<file path="src/rtl/pipe_hazard_ctrl.sv">
// rtl/pipe_hazard_ctrl.sv - 5-stage pipeline control registers, hazard detection and forwarding selects
module pipe_hazard_ctrl #(
  parameter int REG_ADDR_W = 5,
  parameter int ALU_CTRL_W = 3
) (
  input  logic                  clk,
  input  logic                  rst,
  input  logic                  reg_wr_d,
  input  logic                  mem2reg_d,
  input  logic                  mem_wr_d,
  input  logic                  branch_d,
  input  logic                  alu_src_d,
  input  logic                  reg_dst_d,
  input  logic                  jmp_d,
  input  logic [ALU_CTRL_W-1:0] alu_control_d,
  input  logic [REG_ADDR_W-1:0] rs_d,
  input  logic [REG_ADDR_W-1:0] rt_d,
  input  logic [REG_ADDR_W-1:0] rd_d,
  input  logic                  zero_e,
  output logic                  stall_f,
  output logic                  stall_d,
  output logic                  flush_d,
  output logic                  jmp_take_d,
  output logic                  pc_src_e,
  output logic                  reg_wr_e,
  output logic                  mem2reg_e,
  output logic                  mem_wr_e,
  output logic                  branch_e,
  output logic                  alu_src_e,
  output logic                  reg_dst_e,
  output logic [ALU_CTRL_W-1:0] alu_control_e,
  output logic [REG_ADDR_W-1:0] rs_e,
  output logic [REG_ADDR_W-1:0] rt_e,
  output logic [REG_ADDR_W-1:0] rd_e,
  output logic [1:0]            forward_a_e,
  output logic [1:0]            forward_b_e,
  output logic                  reg_wr_m,
  output logic                  mem2reg_m,
  output logic                  mem_wr_m,
  output logic [REG_ADDR_W-1:0] write_reg_m,
  output logic                  reg_wr_w,
  output logic                  mem2reg_w,
  output logic [REG_ADDR_W-1:0] write_reg_w
);

  typedef struct packed {
    logic                  reg_wr;
    logic                  mem2reg;
    logic                  mem_wr;
    logic                  branch;
    logic                  alu_src;
    logic                  reg_dst;
    logic [ALU_CTRL_W-1:0] alu_control;
    logic [REG_ADDR_W-1:0] rs;
    logic [REG_ADDR_W-1:0] rt;
    logic [REG_ADDR_W-1:0] rd;
  } id_ex_t;

  typedef struct packed {
    logic                  reg_wr;
    logic                  mem2reg;
    logic                  mem_wr;
    logic [REG_ADDR_W-1:0] write_reg;
  } ex_mem_t;

  typedef struct packed {
    logic                  reg_wr;
    logic                  mem2reg;
    logic [REG_ADDR_W-1:0] write_reg;
  } mem_wb_t;

  id_ex_t  id_ex_q,  id_ex_d;
  ex_mem_t ex_mem_q, ex_mem_d;
  mem_wb_t mem_wb_q, mem_wb_d;

  logic                  lw_stall;
  logic [REG_ADDR_W-1:0] write_reg_e;

  assign write_reg_e = id_ex_q.reg_dst ? id_ex_q.rd : id_ex_q.rt;

  // Hazard detection: load-use stall, taken branch redirect, jump redirect (held off while stalled or in reset)
  always_comb begin
    lw_stall   = id_ex_q.mem2reg && (id_ex_q.rt != '0) &&
                 ((id_ex_q.rt == rs_d) || (id_ex_q.rt == rt_d));
    pc_src_e   = id_ex_q.branch & zero_e;
    jmp_take_d = jmp_d & ~lw_stall & ~rst;
    flush_d    = pc_src_e | jmp_take_d;
    stall_f    = lw_stall;
    stall_d    = lw_stall;
  end

  // Forwarding selects: the MEM-stage result is newer than WB, so it is checked first; r0 is never forwarded
  always_comb begin
    forward_a_e = 2'b00;
    forward_b_e = 2'b00;
    if (ex_mem_q.reg_wr && (ex_mem_q.write_reg != '0) && (ex_mem_q.write_reg == id_ex_q.rs))
      forward_a_e = 2'b10;
    else if (mem_wb_q.reg_wr && (mem_wb_q.write_reg != '0) && (mem_wb_q.write_reg == id_ex_q.rs))
      forward_a_e = 2'b01;
    if (ex_mem_q.reg_wr && (ex_mem_q.write_reg != '0) && (ex_mem_q.write_reg == id_ex_q.rt))
      forward_b_e = 2'b10;
    else if (mem_wb_q.reg_wr && (mem_wb_q.write_reg != '0) && (mem_wb_q.write_reg == id_ex_q.rt))
      forward_b_e = 2'b01;
  end

  // Next-state for the stage registers: ID/EX takes a bubble on a load-use stall or a taken branch
  always_comb begin
    id_ex_d = '0;
    if (!(lw_stall || pc_src_e)) begin
      id_ex_d.reg_wr      = reg_wr_d;
      id_ex_d.mem2reg     = mem2reg_d;
      id_ex_d.mem_wr      = mem_wr_d;
      id_ex_d.branch      = branch_d;
      id_ex_d.alu_src     = alu_src_d;
      id_ex_d.reg_dst     = reg_dst_d;
      id_ex_d.alu_control = alu_control_d;
      id_ex_d.rs          = rs_d;
      id_ex_d.rt          = rt_d;
      id_ex_d.rd          = rd_d;
    end
    ex_mem_d.reg_wr    = id_ex_q.reg_wr;
    ex_mem_d.mem2reg   = id_ex_q.mem2reg;
    ex_mem_d.mem_wr    = id_ex_q.mem_wr;
    ex_mem_d.write_reg = write_reg_e;
    mem_wb_d.reg_wr    = ex_mem_q.reg_wr;
    mem_wb_d.mem2reg   = ex_mem_q.mem2reg;
    mem_wb_d.write_reg = ex_mem_q.write_reg;
  end

  // Stage registers: reset empties the whole pipeline into bubbles
  always_ff @(posedge clk or posedge rst) begin
    if (rst) begin
      id_ex_q  <= '0;
      ex_mem_q <= '0;
      mem_wb_q <= '0;
    end else begin
      id_ex_q  <= id_ex_d;
      ex_mem_q <= ex_mem_d;
      mem_wb_q <= mem_wb_d;
    end
  end

  assign reg_wr_e      = id_ex_q.reg_wr;
  assign mem2reg_e     = id_ex_q.mem2reg;
  assign mem_wr_e      = id_ex_q.mem_wr;
  assign branch_e      = id_ex_q.branch;
  assign alu_src_e     = id_ex_q.alu_src;
  assign reg_dst_e     = id_ex_q.reg_dst;
  assign alu_control_e = id_ex_q.alu_control;
  assign rs_e          = id_ex_q.rs;
  assign rt_e          = id_ex_q.rt;
  assign rd_e          = id_ex_q.rd;
  assign reg_wr_m      = ex_mem_q.reg_wr;
  assign mem2reg_m     = ex_mem_q.mem2reg;
  assign mem_wr_m      = ex_mem_q.mem_wr;
  assign write_reg_m   = ex_mem_q.write_reg;
  assign reg_wr_w      = mem_wb_q.reg_wr;
  assign mem2reg_w     = mem_wb_q.mem2reg;
  assign write_reg_w   = mem_wb_q.write_reg;

endmodule

</file>
<file path="config.mk">
export PLATFORM = sky130hd
export DESIGN_NAME = pipe_hazard_ctrl
export DESIGN_NICKNAME = d
export VERILOG_FILES = /design/src/rtl/pipe_hazard_ctrl.sv
export SDC_FILE = /design/constraint.sdc
export NUM_CORES = 1
export LEC_CHECK = 0
export CORE_MARGIN = 2
export CORE_UTILIZATION = 30
export DETAILED_ROUTE_END_ITERATION = 8
export PLACE_DENSITY = 0.69
export RECOVER_POWER = 25
export SYNTH_ARGS = -nofsm -noshare
export SYNTH_HDL_FRONTEND = slang
export SYNTH_SLANG_ARGS = --single-unit
</file>
<file path="constraint.sdc">
create_clock -name clk -period 2.3 [get_ports clk]
set_clock_uncertainty 0.2 [all_clocks]
set_input_delay 0.23 -clock clk [delete_from_list [all_inputs] [get_ports clk]]
set_output_delay 0.23 -clock clk [all_outputs]
set_load 0.01 [all_outputs]
</file>
==> qor.yml <==
synthMuxAreaShare: 0.0305
whs_endpoint: "mem_wr_m"
hold_depth: 0
routed-via-count: 1576
path_cells: "or4_4, o21ai_4, nor4_4, nor4_2, buf_2"
yosysSeqAreaShare: 0.530
final_area_um2: 3030
seqPwrFrac: 0.432
grt_pass1_wl_um: 8150
die_y_um: 82.4
drt-initial-drc-count: 93
synth_area_um2: 1840
power_uw: 1870
drcViolationCount: 0
violations: "negative setup slack"
die-width_um: 82.4
initial_core_util: 0.311
antenna_found_initial: 0
hold_viol_final: 0
ys_ff_latch: 39
internal_power_uw: 1320
finalSetupViolCount: 2
synth_compound_area_frac: 0.131
synth_cell_types: 22
wl_per_cell_um: 15.0
netlist_instances: 162
wirelength_um: 5210
slowest_delay_ns: 0.56
io-pin-count: 76
fmax_mhz: 421
grt-ovfl-total: 0
cts_sinks: 39
synth_top_family_by_area: "XOR/XNOR gates"
synth.avg_cell_area_um2: 11.4
num_rows: 28
crit_path_end_kind: "output port"
cp.arrival_ns: 1.94
power_density_nw_per_um2: 617
cts_tree: "done"
grt_pass1_vias: 1637
ys_warn_count: 0
drive_above_1_share: 0.339
worstPathMaxFanout: 2
io_buffers: 75
gp_congestion: 0.821
min_path_type: "flop to flop"
status: "finished with violations"
cts.clk_slew.worst_paths_ns: 0.07
reg2reg_to: "rd_e[1]"
fin_crit_ns: 2.37
synth_fa_ha_area_frac: 0
dp_hpwl_um: 3860
min_from: "mem_wr_e"
vdd_drop_max_mv: 0.248
cp.required_ns: 1.87
timing.final.max_slew_violations: 0
clk_latency_ns: 0.28
max_cap_viol_count: 0
crit_type: "flop to output port"
cts_root_buf: "clkbuf_8"
drtAntennaViolNets: 0
p_switching_uw: 547
numCtsBuffers: 5
rr_worst_depth: 8
grt_use_total: 0.165
rrSetupSlack_ns: 0.24
cts_buffer_depth: 2
hold_buffers: 0
maxSlewHeadroom: 0.371
n_antenna_cell: 0
dieArea_um2: 6790
yosys.area_share.simple: 0.105
h-tree-depth: 2
first_pass_iters: 4
synth_xor_area_frac: 0.143
area_growth_pct: 64.5
num-nets-final: 299
cp_slowest_cell: "or4_4"
core_um2: 5920
rsz0062_at_grt: "yes"
worst_pin_slew_ns: 0.943
fin_crit_sh: 1.03
grt_max_degree: 40
pwr-share-clk: 0.242
placed_cell_area_um2: 2820
p_leak_uw: 0.00134
worst_slack_ns: -0.0736
cp-start-kind: "flop"
p_sw_frac: 0.293
synthesis.nets: 190
r2r-start: "rt_e[4]"
vias_per_cell: 4.55
p_comb_frac: 0.326
[power groups by stage]
stage | sequential, uW | combinational (uW) | clock, uW
after floorplan | 848 | 230 | 0
after global placement | 818 | 553 | 0
after detailed placement | 820 | 559 | 0
after global routing | 817 | 657 | 492
after CTS | 807 | 601 | 468
final | 808 | 608 | 452
[area by class of cell]
cell class,instances,area [um^2]
Inverter,2,7.51
Multi-Input combinational cell,108,846
Sequential cell,39,978
Clock inverter,1,5.00
Timing Repair Buffer,115,1020
Fill cell,539,2890
Tap cell,75,93.8
Clock buffer,6,82.6
[cell usage after synthesis]
master	number	area [um^2]
dfrtp_1	39	976
nand2_1	28	105
a21oi_2	20	175
xnor2_1	16	140
xor2_1	14	123
a21oi_1	6	30.0
mux2_2	5	56.3
or4_1	5	37.5
buf_2	4	20.0
clkbuf_1	4	15.0
nand3_1	4	20.0
nor4_1	4	25.0
buf_12	2	40.0
buf_6	2	22.5
inv_1	2	7.51
a31oi_1	1	6.26
and2_1	1	6.26
buf_4	1	7.51
o21a_1	1	7.51
o21ai_0	1	5.00
o21ai_1	1	5.00
o22ai_2	1	12.5
[how the worst max path moves through the flow]
stage | startpoint | to | slack (ns)
global placement | write_reg_m[1] | forward_b_e[0] | -0.12
finish | write_reg_m[2] | forward_a_e[0] | -0.07
detailed placement | write_reg_m[1] | forward_b_e[0] | -0.24
floorplan | rt_e[2] | stall_f | 0.16
CTS | write_reg_w[1] | forward_b_e[0] | -0.10
global route | write_reg_w[4] | forward_b_e[0] | -0.16
[stage by stage]
stage / worst slack, ns / cells / TNS, ns / hold WS (ns) / utilization
floorplan: 0.165 / 162 / 0 / 0.140 / -
detailed placement: -0.240 / 330 / -0.978 / 0.166 / 0.475
global placement: -0.122 / 330 / -0.691 / 0.158 / 0.475
finish: -0.0736 / 346 / -0.142 / 0.176 / 0.512
CTS: -0.102 / 345 / -0.150 / 0.181 / 0.507
global route: -0.157 / 346 / -0.299 / 0.199 / 0.512
[state kept, by name (all words and copies together) (netlist names), 3 cells and up]
| register | count |
|---|---|
| rs_e | 5 |
| write_reg_m | 5 |
| write_reg_w | 5 |
| rd_e | 5 |
| alu_control_e | 3 |
| rt_e | 5 |
[layer usage]
metal | part of all wire | global-route usage
met1 | 0.42 | 0.199
met2 | 0.50 | 0.282
met3 | 0.056 | 0.0315
met4 | 0.028 | 0.0767
met5 | 0 | 0
[what timing repair did]
item | 4_1_cts | 5_1_grt
pin swaps | 10 | 4
resized for setup | 46 | 10
setup endpoints to repair | 8 | 6
buffers inserted | 8 | 2
cloned | 0 | 0
[critical path, delay by kind of cell, from the launching register on]
family,cells,cell delay [ns]
simple gates,3,0.90
flops,1,0.38
compound gates,1,0.20
buf+inv,1,0.17
[cell usage in the layout (no fill, tap or decap), types with 2 or more instances in the layout]
master	n
a21oi_2	20
clkdlybuf4s50_1	66
dfrtp_1	37
nor4_2	3
or4_4	3
dfrtp_2	2
xor2_1	14
mux2_2	5
xnor2_1	13
nand2_1	28
buf_4	30
or4_1	2
buf_2	6
inv_1	2
buf_6	6
nand3_1	3
a21oi_1	6
clkbuf_2	2
clkbuf_1	4
xnor2_2	3
clkbuf_8	6
[cells by family after synthesis]
kind of cell	after synthesis
mux	5
buf+inv	15
xor+xnor	30
flops	39
simple gates	42
compound gates	31
Note: power is estimated with default switching activity, not from simulation.
